[config.mk]
export PLATFORM = sky130hd
export DESIGN_NAME = md_issue_ctrl
export DESIGN_NICKNAME = d
export VERILOG_FILES = /design/src/rtl/md_issue_ctrl.sv
export SDC_FILE = /design/constraint.sdc
export NUM_CORES = 1
export LEC_CHECK = 0
export CORE_UTILIZATION = 44
export CTS_BUF_LIST = sky130_fd_sc_hd__clkbuf_8 sky130_fd_sc_hd__clkbuf_16
export DETAILED_ROUTE_END_ITERATION = 10
export GPL_TIMING_DRIVEN = 0
export PLACE_DENSITY = 0.85
export REMOVE_ABC_BUFFERS = 1
export SYNTH_ARGS = -nofsm -noshare
export SYNTH_HDL_FRONTEND = slang
export SYNTH_SLANG_ARGS = --single-unit
export TNS_END_PERCENT = 1
[constraint.sdc]
create_clock -name i_clk_n -period 3.7 [get_ports i_clk_n]
set_clock_uncertainty 0.15 [all_clocks]
set_input_delay 0.555 -clock i_clk_n [delete_from_list [all_inputs] [get_ports i_clk_n]]
set_output_delay 0.555 -clock i_clk_n [all_outputs]
set_load 0.005 [all_outputs]
[src/rtl/md_issue_ctrl.sv]
// ---------------------------------------------------------------------------
// md_issue_ctrl
//
// Execute-stage requester for the RV32M multiply/divide unit. An M-extension
// op held by the execute stage is accepted when the muldiv unit is idle, its
// operands are latched, a single-cycle enable is issued, and the controller
// waits for busy to drop before capturing the result and presenting it for
// writeback. The pipeline is stalled for the whole operation except in the
// writeback cycle.
//
// Parameters:
//   XLEN          operand/result width (only 32 supported)
//   BUSY_TIMEOUT  max WAIT cycles before the watchdog fires (0 = disabled)
//
// Build option:
//   M_DIV_FASTPATH_EN  when defined, divide-by-zero and signed-overflow divides
//                      are resolved locally without starting the muldiv unit.
//
// Ports:
//   i_clk_n      clock, all state updates on its rising edge
//   i_rst        synchronous active-high reset
//   i_valid      execute stage holds an M op (fields stable while stalled)
//   i_flush      pipeline flush, aborts the current op
//   i_funct3     M op select (000 MUL .. 111 REMU)
//   i_rs1/i_rs2  operands A and B
//   i_rd         destination register
//   o_md_en      one-cycle start pulse to muldiv
//   o_md_funct3  latched op select to muldiv
//   o_md_a/o_md_b latched operands to muldiv
//   i_md_result  muldiv result
//   i_md_busy    muldiv busy
//   o_stall      hold the pipeline
//   o_wb_valid   one-cycle writeback strobe
//   o_wb_rd      writeback register
//   o_wb_data    writeback data
//   o_timeout    sticky watchdog flag
// ---------------------------------------------------------------------------
module md_issue_ctrl #(
  parameter int XLEN         = 32,
  parameter int BUSY_TIMEOUT = 64
) (
  input  logic            i_clk_n,
  input  logic            i_rst,
  input  logic            i_valid,
  input  logic            i_flush,
  input  logic [2:0]      i_funct3,
  input  logic [XLEN-1:0] i_rs1,
  input  logic [XLEN-1:0] i_rs2,
  input  logic [4:0]      i_rd,
  output logic            o_md_en,
  output logic [2:0]      o_md_funct3,
  output logic [XLEN-1:0] o_md_a,
  output logic [XLEN-1:0] o_md_b,
  input  logic [XLEN-1:0] i_md_result,
  input  logic            i_md_busy,
  output logic            o_stall,
  output logic            o_wb_valid,
  output logic [4:0]      o_wb_rd,
  output logic [XLEN-1:0] o_wb_data,
  output logic            o_timeout
);

  localparam logic [1:0] S_IDLE  = 2'd0;
  localparam logic [1:0] S_ISSUE = 2'd1;
  localparam logic [1:0] S_WAIT  = 2'd2;
  localparam logic [1:0] S_DONE  = 2'd3;

  // The counter only has to reach BUSY_TIMEOUT-1, the last WAIT cycle index.
  localparam int               CNT_W    = (BUSY_TIMEOUT > 1) ? $clog2(BUSY_TIMEOUT) : 1;
  localparam logic [CNT_W-1:0] CNT_LAST = (BUSY_TIMEOUT > 0) ? CNT_W'(BUSY_TIMEOUT - 1) : '0;
  localparam bit               WDOG_EN  = (BUSY_TIMEOUT != 0);

  localparam logic [XLEN-1:0] SIGN_MIN = {1'b1, {(XLEN-1){1'b0}}};

  logic [1:0]       r_state;
  logic [2:0]       r_funct3;
  logic [XLEN-1:0]  r_a;
  logic [XLEN-1:0]  r_b;
  logic [4:0]       r_rd;
  logic [XLEN-1:0]  r_wb_data;
  logic             r_timeout;
  logic [CNT_W-1:0] r_wait_cnt;
  logic             r_fast;

  logic             w_accept;
  logic             w_fast_hit;
  logic [XLEN-1:0]  w_fast_data;

  // An op is only taken when muldiv is idle, so a leftover operation started
  // before a flush or reset is allowed to drain first.
  assign w_accept = (r_state == S_IDLE) & i_valid & ~i_flush & ~i_md_busy;

`ifdef M_DIV_FASTPATH_EN
  // Detection uses the live inputs at accept; the result is formed from the
  // latched operands in the following slot, which doubles as the pipeline
  // register between detection and writeback.
  always_comb begin
    w_fast_hit  = i_funct3[2] &
                  ((i_rs2 == '0) | ((i_rs1 == SIGN_MIN) & (i_rs2 == '1) & ~i_funct3[0]));
    w_fast_data = '0;
    if (r_b == '0)
      w_fast_data = r_funct3[1] ? r_a : '1;
    else
      w_fast_data = r_funct3[1] ? '0 : SIGN_MIN;
  end
`else
  assign w_fast_hit  = 1'b0;
  assign w_fast_data = '0;
`endif

  // Main controller. Flush has priority in every state; latched operands are
  // deliberately left untouched by a flush so the muldiv inputs never glitch
  // under an operation that may still be running.
  always_ff @(posedge i_clk_n) begin
    if (i_rst) begin
      r_state    <= S_IDLE;
      r_funct3   <= '0;
      r_a        <= '0;
      r_b        <= '0;
      r_rd       <= '0;
      r_wb_data  <= '0;
      r_timeout  <= 1'b0;
      r_wait_cnt <= '0;
      r_fast     <= 1'b0;
    end else begin
      case (r_state)
        S_IDLE: begin
          if (w_accept) begin
            r_funct3 <= i_funct3;
            r_a      <= i_rs1;
            r_b      <= i_rs2;
            r_rd     <= i_rd;
            r_fast   <= w_fast_hit;
            r_state  <= S_ISSUE;
          end
        end
        S_ISSUE: begin
          r_wait_cnt <= '0;
          if (i_flush) begin
            r_state <= S_IDLE;
          end else if (r_fast) begin
            r_wb_data <= w_fast_data;
            r_state   <= S_DONE;
          end else begin
            r_state <= S_WAIT;
          end
        end
        S_WAIT: begin
          if (i_flush) begin
            r_state <= S_IDLE;
          end else if (!i_md_busy) begin
            r_wb_data <= i_md_result;
            r_state   <= S_DONE;
          end else if (WDOG_EN && (r_wait_cnt == CNT_LAST)) begin
            r_timeout <= 1'b1;
            r_wb_data <= '0;
            r_state   <= S_DONE;
          end else begin
            r_wait_cnt <= r_wait_cnt + CNT_W'(1);
          end
        end
        S_DONE: begin
          r_state <= S_IDLE;
        end
        default: begin
          r_state <= S_IDLE;
        end
      endcase
    end
  end

  // The enable is a pure decode of ISSUE, so it can never last longer than
  // one cycle; fast-path ops skip it because muldiv is not needed.
  assign o_md_en     = (r_state == S_ISSUE) & ~r_fast;
  assign o_md_funct3 = r_funct3;
  assign o_md_a      = r_a;
  assign o_md_b      = r_b;

  // Stall is released only in DONE so the pipeline advances together with
  // the writeback strobe.
  assign o_stall    = i_valid & (r_state != S_DONE);
  assign o_wb_valid = (r_state == S_DONE) & ~i_flush;
  assign o_wb_rd    = r_rd;
  assign o_wb_data  = r_wb_data;
  assign o_timeout  = r_timeout;

endmodule

==> results of run 1 <==
-- registers in the layout (all words and copies together) (netlist names) --
register / cells
o_timeout: 1
o_wb_rd: 5
r_state: 2
o_md_a: 32
o_wb_data: 32
r_wait_cnt: 6
o_md_funct3: 3
o_md_b: 32
-- placed cells by master (no fill, tap or decap), types with 2 or more instances in the layout --
cell type        count
a21oi_1            107
buf_6                2
clkbuf_16           16
bufinv_16            3
o21ai_0             39
clkinv_2             6
a22oi_1             32
a21boi_0             2
a311oi_1             2
nor2_1               3
o21ai_1             33
dfxtp_1            112
buf_12               2
nand2_1              3
nand3_1             74
and3_1               3
o211ai_1            33
nor3_1               3
clkdlybuf4s50_1    214
inv_1                5
clkinvlp_4           3
buf_4                7
nand2b_1             2
-- logic make-up (layout without fill, tap and decap cells) --
family          Yosys count  count (layout)
compound gates          254             254
flops                   113             113
simple gates             97              97
buf+inv                  67             262
fa+ha+maj                 1               1
xor+xnor                  1               1
mux                       1               1
-- how the worst min path moves through the flow --
stage / start / endpoint / cells after the start
after floorplan: r_wait_cnt[1] / r_wait_cnt[1] / 2
after detailed placement: o_timeout / o_timeout / 2
after global placement: o_md_b[16] / o_md_b[16] / 2
after global routing: o_timeout / o_timeout / 2
final: o_md_a[2] / o_md_a[2] / 2
after CTS: o_md_a[2] / o_md_a[2] / 2
-- worst max-delay path: stages (launching register included) --
cell             delay [ps]
dfxtp_2                 710
nand2b_1                180
nor2_1                  130
clkdlybuf4s50_1         550
-- layer usage --
metal  vias to the layer above  track usage  wire [microns]
met5                         -            0               0
met4                         0        0.122             382
met3                        25       0.0984            1220
met2                       241        0.460            7380
met1                      2394        0.305            6000
li1                       2353            -               -
-- where the power goes --
group | total, mW | switching [mW] | internal, mW
registers | 1.26 | 0.0171 | 1.25
logic | 0.293 | 0.111 | 0.181
clock network | 1.54 | 0.536 | 1.01
total | 3.10 | 0.665 | 2.43
-- stage by stage --
stage	power (mW)	util
CTS	3.12	0.738
finish	3.10	0.738
detailed placement	1.58	0.681
global placement	1.57	0.666
global route	3.21	0.738
floorplan	1.35	-
-- cell type report --
type	instances	area, sq um	area share
clock buffers	17	414	0.0564
clock inverters	14	150	0.0204
inverters	4	15.0	0.00204
multi-input cells	354	2040	0.278
flip-flops and latches	113	2260	0.308
well taps	133	166	0.0227
repair buffers	227	2290	0.312
==> results.cfg, run 1 <==
[run_status]
status = finished clean

[job]
cap_violations = 0

[yosys]
ys_seq_elements = 113
synth_top_cell_by_area = dfxtp_1
synth_area_sq_um = 4600
yosysWarnings = 0
synth_xor_area_frac = 0.00191
async_reset_ff_frac = 0
synthTopCellsByArea = dfxtp_1 (49%), a21oi_1 (12%), nand3_1 (8.2%)
synth_compound_area_frac = 0.320
synth_top_family_by_area = compound AO/OA/AOI/OAI gates
synth.top_cells.by_count = dfxtp_1 (113), a21oi_1 (107), nand3_1 (75)
ys_seq_area_frac = 0.492
yosysUniqueCellTypes = 39
synthAdderAreaFrac = 0.00272
synth_top_area_frac = 0.492
synth_edf_count = 0
syn-mean-instance-area_sq_um = 8.61
synth-simple-area-share = 0.114
synth_flop_cell = dfxtp_1
syn_inst = 534
synthMuxAreaShare = 0.00218
synth_most_common_cell = dfxtp_1

[layout]
drive_gt1_frac = 0.0700
nFillCells = 699
final_cells = 862
stdcell_area_sq_um = 7340
nNetsFinal = 827
antenna_cells = 0
syn_to_final_growth_pct = 59.8

[power]
leakagePower_nw = 2.42
power_per_cell_area_nw_per_um2 = 422
peakVddDrop_v = 0.000250

[worst_setup_path]
crit_start = r_state[1]
end_kind = primary output
critPathLaunchType = flop
reg2reg_slack_ps = 1130
crit_type = reg2out
r2r-start = r_state[0]
crit_end = o_wb_valid
cp.required_ps = 2990
r2r_cells = 6
critPathArrivalTime_ps = 2070
r2r_end = o_md_a[31]
critPathMaxFanout = 32

[clock_network]
cts_tree = done
cts_inserted_buffers = 17
ctsResizeCount = 0
ctsHoldBuffers = 0
cts_setup_buffers = 0
path_clk_slew_ps = 60
htree_levels = 4
cts_sinks = 113
insertion_delay_ps = 500
cts_buffer_depth = 2
clock-root-buffer = clkbuf_8

[placement]
io_buffers = 216
dp.cells = 831
hpwlAfterDp_microns = 9760
place.gp.congestion = 0.811
dpl-instance-area_sq_um = 6780
dp_slack_ps = -344

[timing]
final_max_slew_viol_count = 0
worstMarginPinSlew_ps = 1190
setup_violations = 0
timing.fmax_ghz = 0.361
final.setup.tns_ps = 0
rsz0062_at_grt = no
whs_ps = 325
slew_headroom = 0.203
post-route-period-util = 0.749
hold_violations = 0
period_needed_ps = 2770
fin_ws_ps = 929

[global_routing]
grt_pass1_vias = 4844
grt_start_max_net_pins = 73
grt_pass1_wl_microns = 23600
antenna_found_initial = 0
track_usage = 0.272
grt-ovfl-total = 0

[die]
die_h_microns = 104
coreArea_sq_um = 9950
rows = 36
start_util = 0.462
die_x_microns = 104
boundaryPins = 217
dieArea_sq_um = 10900

[detailed_routing]
first_pass_iters = 5
wl_microns = 15000
via_per_inst = 5.82
vias = 5013
antenna_left = 0
route.detailed.drc = 0
drt-initial-drc-count = 358
routedWlPerCell_microns = 17.4

[hold_path]
hold_path_class = reg2reg
No activity file was read; power rests on OpenSTA's default activity.
==> run 2: changes to the inputs <==
CORE_UTILIZATION = 41   (was 44)
PLACE_DENSITY = 0.8   (was 0.85)
clock period = 2.9 ns   (was 3.7 ns; I/O delays follow)
==> run 2 against run 1 <==
Net effect: clock power grew 53%; critical path type unchanged; cell area up 1.4%; non-clock buffer count down 1; critical endpoint unchanged; clock-buffer cell count up 4; sequential share of layout area shrank 0.40 points; final cell count grew 0.81%; utilization is 5.4 points lower; setup slack got worse by 790 ps; die area is 7.2% higher; sequential cell count is the same; combinational power is 26% higher.
==> results.cfg, run 2 (same netlist as run 1, synthesis figures left out) <==
[placement]
hpwlAfterDp_microns = 9430
place.gp.congestion = 0.777
io_buffers = 216

[die]
start_util = 0.422
die_x_microns = 108
rows = 38
coreArea_sq_um = 10900
die_h_microns = 108
dieArea_sq_um = 11600
boundaryPins = 217

[layout]
nNetsFinal = 826
antenna_cells = 0
drive_gt1_frac = 0.0700
final_cell_mix = clkdlybuf4s50_1 (214), dfxtp_1 (112), a21oi_1 (107)
layout_commonest_cell = clkdlybuf4s50_1
syn_to_final_growth_pct = 62.0

[hold_path]
hold_depth = 2
holdCritStartpoint = i_rst
hold_path_class = in2reg
hold_end = o_wb_data[30]

[global_routing]
grt_start_max_net_pins = 74
antenna_found_initial = 0
grt-ovfl-total = 0
track_usage = 0.247
grt_pass1_vias = 4591
grt_pass1_wl_microns = 22400

[clock_network]
path_clk_slew_ps = 50
cts_buffer_depth = 2
cts_sinks = 113
clock-root-buffer = clkbuf_8
htree_levels = 4
insertion_delay_ps = 510
ctsHoldBuffers = 0
cts_tree = done
cts_inserted_buffers = 17

[worst_setup_path]
crit_slowest_cell = dfxtp_4
crit_buf_inv = 2
end_kind = primary output
cp.required_ps = 2320
critPathMaxFanout = 46
crit_type = reg2out
critPathLaunchType = flop
r2r_cells = 7
max_stage_delay_ps = 600
critPathArrivalTime_ps = 2180
r2r-start = r_state[0]
crit_chain = buf_12 -> nand2b_1 -> nor2_1 -> clkdlybuf4s50_1
reg2reg_slack_ps = 380
r2r_end = o_md_a[31]
cp_top_family = buffers and inverters

[timing]
final.setup.tns_ps = 0
slew_headroom = 0.176
timing.fmax_ghz = 0.362
worstMarginPinSlew_ps = 1230
post-route-period-util = 0.953
hold_violations = 0
period_needed_ps = 2760
final_max_slew_viol_count = 0
setup_violations = 0
whs_ps = 273
rsz0062_at_grt = no

[run_status]
status = finished clean

[detailed_routing]
wl_microns = 14500
vias = 4882
routedWlPerCell_microns = 16.7
first_pass_iters = 5
antenna_left = 0
drt-initial-drc-count = 448
route.detailed.drc = 0
via_per_inst = 5.62

[power]
power_per_cell_area_nw_per_um2 = 582
leakagePower_nw = 2.46
peakVddDrop_v = 0.000432

[job]
cap_violations = 0
==> run 2: cell type report <==
cell class / instances / area, sq um
fill: 858 / 3440
tap: 140 / 175
inverter: 4 / 15.0
clock buffer: 21 / 469
multi-input combinational: 354 / 2050
sequential: 113 / 2270
timing repair buffer: 226 / 2270
clock inverter: 11 / 208
==> run 2: routing by layer <==
| layer | global-route usage | up-vias | routed length [microns] |
|---|---|---|---|
| met3 | 0.0890 | 18 | 1390 |
| met2 | 0.414 | 210 | 7010 |
| met1 | 0.282 | 2304 | 5940 |
| met5 | 0 | - | 0 |
| met4 | 0.104 | 0 | 212 |
| li1 | - | 2350 | - |
==> run 2: timing repair <==
item,in CTS,in global routing
gates resized for setup,2,0
buffers inserted,0,0
endpoints found under the setup margin,70,0
==> run 2: worst reg2reg max path, delay by kind of cell, from the launching register on <==
family | cells | cell delay (ps)
and+or+nand+nor | 2 | 790
AOI/OAI and AO/OA | 1 | 200
buffers and inverters | 4 | 860
DFF | 1 | 430
==> run 2: where the power goes <==
| group | switching [mW] | internal (mW) | total [mW] |
|---|---|---|---|
| Combinational | 0.140 | 0.228 | 0.368 |
| Clock | 0.702 | 1.65 | 2.35 |
| Sequential | 0.0219 | 1.59 | 1.61 |
| Total | 0.863 | 3.47 | 4.33 |
==> run 2: metrics by stage <==
stage | total power, mW | cell area [sq um] | setup slack (ps) | cells | util
finish | 4.33 | 7450 | 136 | 869 | 0.684
global route | 4.49 | 7450 | 26.0 | 869 | 0.684
CTS | 4.38 | 7450 | 90.6 | 869 | 0.684
detailed placement | 2.01 | 6770 | -996 | 837 | 0.622
floorplan | 1.72 | 4300 | -3760 | 471 | -
global placement | 2.00 | 6640 | -8790 | 827 | 0.610
==> run 2: how the worst max path moves through the flow <==
stage / startpoint / endpoint / slack [ps] / cells after the start
after global placement: i_md_busy / o_md_a[10] / -8790 / 4
after detailed placement: i_md_busy / o_md_a[31] / -1000 / 8
final: r_state[1] / o_wb_valid / 140 / 4
after CTS: r_state[1] / o_wb_valid / 90 / 4
after global routing: r_state[1] / o_wb_valid / 30 / 4
after floorplan: i_flush / o_md_a[0] / -3760 / 3
==> edit 1: new RTL, settings of run 2 <==
Register the output `o_timeout` once more, with the module's reset; this adds one clock of latency there. The other outputs are not delayed to match.
--- a/src/rtl/md_issue_ctrl.sv
+++ b/src/rtl/md_issue_ctrl.sv
@@ -183,5 +183,11 @@
   assign o_wb_rd    = r_rd;
   assign o_wb_data  = r_wb_data;
-  assign o_timeout  = r_timeout;
+  always_ff @(posedge i_clk_n) begin
+    if (i_rst) begin
+      o_timeout <= '0;
+    end else begin
+      o_timeout <= r_timeout;
+    end
+  end
 
 endmodule
Check against the original RTL: no difference found for any inputs over 4 cycles, from zero or initial values and one cycle with i_rst high; that may be too few to reach the edited logic, so the function may still have changed.
==> edit 1 against run 2 <==
Wire length fell by 11%; critical endpoint is now o_md_b[14]$_SDFFE_PP0P_; register-to-register slack better by 0.24 ns; total power shrank 10%; setup slack improved by 0.43 ns; sequential share of layout area up 2.7 points; count of clock-buffer cells in the layout decreased by 1; sequential cell count rose by 1; synthesized cell count shrank 4.9%; final area down 7.6%; highest routed layer unchanged; area after synthesis fell by 9.5%.
==> edit 1: results <==
export IMPL_dp_hpwl_um=8720
export IMPL_max_stage_delay_ns=0.77
export IMPL_worst_slew_pin_slew_ns=1.01
export IMPL_p_clk_mw=1.92
export IMPL_crit_start="i_md_busy"
export IMPL_status="completed"
export IMPL_final_instance_count_excl_fill=851
export IMPL_hold_ws_ns=0.270
export IMPL_cp_max_fo=42
export IMPL_setup_worst_path_end="o_md_b[14]$_SDFFE_PP0P_"
export IMPL_place_ws_ns=0.0717
export IMPL_drive_above_1_share=0.0543
export IMPL_grt_pass1_vias=3995
export IMPL_seq_area_frac_synth=0.549
export IMPL_avgSynthCellArea_um2=8.18
export IMPL_synthTopCellsByArea="dfxtp_1 (55%), nand2_1 (16%), a21oi_1 (13%)"
export IMPL_p_int_mw=3.08
export IMPL_grt_max_degree=59
export IMPL_r2r_start="r_wait_cnt[0]$_SDFFE_PP0P_"
export IMPL_power_mw=3.89
export IMPL_place_gp_congestion=0.745
export IMPL_worst_ep_arrival_time_ns=2.63
export IMPL_regToRegEndpoint="r_state[0]$_SDFFE_PP0P_"
export IMPL_grt_first_pass_wirelength_um=18900
export IMPL_cts_resized=0
export IMPL_ff2ff_setup_slack_ns=0.62
edit 1: cell types whose count changed in the layout (fill, tap and decap cells not counted), sizes merged, moves of 3 or more:
cell,change
o21ai,-39
clkinv,+4
a22oi,-32
o211ai,-30
buf,-8
nand2,+175
nand3,-73
and2,+3
inv,-3
bufinv,-4
edit 1: cell families after synthesis:
kind of cell	after synthesis	share of synthesized area
flops	114	0.549
xor+xnor	4	0.00843
fa+ha+maj	1	0.00301
compound gates	148	0.185
simple gates	202	0.201
buf+inv	39	0.0542
edit 1: per-layer routing:
layer,GRT usage,share of wire,wire length [um]
met2,0.410,0.52,6700
met5,0,0,0
met1,0.249,0.38,4960
met4,0.138,0.036,469
met3,0.0814,0.059,765
edit 1: layout make-up:
type | instances | area (um2)
fill | 771 | 2940
sequential | 114 | 2280
timing repair buffer | 219 | 2230
multi-input combinational | 355 | 1650
clock buffer | 20 | 455
tap | 133 | 166
clock inverter | 8 | 88.8
inverter | 2 | 7.51
==> edit 2: new RTL, config.mk and constraints of run 2 <==
Without the edit above. Set the parameter `BUSY_TIMEOUT` to 128 (it was 64).
--- a/src/rtl/md_issue_ctrl.sv
+++ b/src/rtl/md_issue_ctrl.sv
@@ -38,5 +38,5 @@
 module md_issue_ctrl #(
   parameter int XLEN         = 32,
-  parameter int BUSY_TIMEOUT = 64
+  parameter int BUSY_TIMEOUT = 128
 ) (
   input  logic            i_clk_n,
Function: same outputs for any inputs over 4 cycles, from zero or initial values and one cycle with i_rst high; that may be too few to reach the edited logic, so the function may still have changed.
==> edit 2 against run 2 <==
Total power decreased by 7.2%; area after synthesis decreased by 9.8%; final area decreased by 6.3%; sequential cell count increased by 1; wire length decreased by 15%; setup slack improved by 0.42 ns; synthesized cell count decreased by 4.3%; critical endpoint is now o_md_en; largest cell class unchanged; largest power group unchanged.
==> edit 2: results <==
export IMPL_post_cts_buffers=0
export IMPL_antenna_found_initial=0
export IMPL_synth_xor_area_frac=0.00423
export IMPL_hp_start="i_rst"
export IMPL_irDropWorstVdd_uv=313
export IMPL_ctsRootBufferMaster="clkbuf_8"
export IMPL_drt_iter0_markers=173
export IMPL_critPathRequiredTime_ns=2.32
export IMPL_place_area_um2=6390
export IMPL_r2r_start="r_wait_cnt[0]$_SDFFE_PP0P_"
export IMPL_cts_resized=0
export IMPL_grt_max_degree=61
export IMPL_firstDrtPassIters=5
export IMPL_grt_util_met2=0.400
export IMPL_insertion_delay_ns=0.50
export IMPL_hold_path_class="in -> reg"
export IMPL_n_antenna_cell=0
export IMPL_muxShareOfSynthArea=0.00272
export IMPL_synth_common_cells="nand2_1 (180), dfxtp_1 (114), a21oi_1 (106)"
export IMPL_power_leakage_nw=2.42
export IMPL_gr_usage_met1=0.251
export IMPL_vias=4240
export IMPL_place_gp_congestion=0.755
export IMPL_async_reset_ff_frac=0
export IMPL_drive_above_1_share=0.0604
export IMPL_grt_use_met3=0.0793
export IMPL_grt_pass1_vias=3985
export IMPL_drt_wl_total_um=12300
export IMPL_synthTopCellsByArea="dfxtp_1 (55%), nand2_1 (16%), a21oi_1 (13%)"
export IMPL_grtUsageTotal=0.234
export IMPL_cp_max_fo=8
export IMPL_port_buffers=216
export IMPL_crit_start="r_state[0]$_SDFFE_PP0P_"
export IMPL_cts_htree_levels=4
export IMPL_synthFlopType="dfxtp_1"
export IMPL_maxSlewHeadroom=0.351
export IMPL_clk_pin_slew_ns=0.06
export IMPL_fin_nets=826
export IMPL_avgSynthCellArea_um2=8.11
export IMPL_seq_area_frac_synth=0.551
export IMPL_cts_max_path_buffers=2
export IMPL_synth_fa_ha_area_frac=0.00302
export IMPL_dp_hpwl_um=8680
export IMPL_cts_buffers=17
export IMPL_viasPerCell=4.92
export IMPL_status="completed"
export IMPL_grt_first_pass_wirelength_um=18800
export IMPL_ys_types=33
export IMPL_yosys_warnings=0
export IMPL_synth_compound_area_share=0.184
-- edit 2: worst paths after layout --
kind                                endpoint  slack, ns  depth (start not counted)
setup reg to reg     r_state[0]$_SDFFE_PP0P_       0.60                          5
hold reg to reg      o_wb_rd[4]$_SDFFE_PP0P_       0.30                          2
hold / removal    r_wait_cnt[0]$_SDFFE_PP0P_       0.26                          2
setup / recovery                     o_md_en       0.55                          3
-- edit 2: cell type report --
cell class	count	area [um2]
clock buffer	17	414
sequential	114	2280
fill	771	2790
tap	133	166
clock inverter	14	174
multi-input combinational	359	1680
timing repair buffer	222	2260
inverter	2	7.51
-- edit 2: where the power goes --
part	switching, mW	leakage (nW)	internal, mW	total [mW]
Sequential	0.0187	0.923	1.60	1.62
Combinational	0.127	1.21	0.220	0.347
Clock	0.684	0.293	1.37	2.05
-- edit 2: logic make-up (layout without fill, tap and decap cells) --
kind of cell | Yosys count | after routing
DFF | 114 | 114
AOI/OAI and AO/OA | 147 | 147
buffers and inverters | 38 | 255
xor gates and xnor gates | 2 | 2
muxes | 1 | 1
adders and majority gates | 1 | 1
and+or+nand+nor | 208 | 208
-- edit 2: metal layers --
metal	share of wire	wire length, um	up-vias
met3	0.074	907	26
met2	0.51	6330	154
li1	-	-	2108
met5	0	0	-
met4	0.030	370	0
met1	0.38	4720	1952
-- edit 2: worst max-delay path: stages (launching register included) --
cell,delay (ns)
dfxtp_1,0.47
nand2b_1,0.17
inv_1,0.10
clkdlybuf4s50_1,0.51
-- edit 2: per-stage QoR --
step | hold slack, ns | util | worst slack, ns | setup TNS [ns]
floorplan | 0.290 | - | 0.188 | 0
global placement | 0.291 | 0.644 | -1.69 | -150.84
detailed placement | 0.295 | 0.654 | 0.0642 | 0
CTS | 0.232 | 0.714 | 0.519 | 0
global route | 0.279 | 0.714 | 0.380 | 0
finish | 0.259 | 0.714 | 0.553 | 0
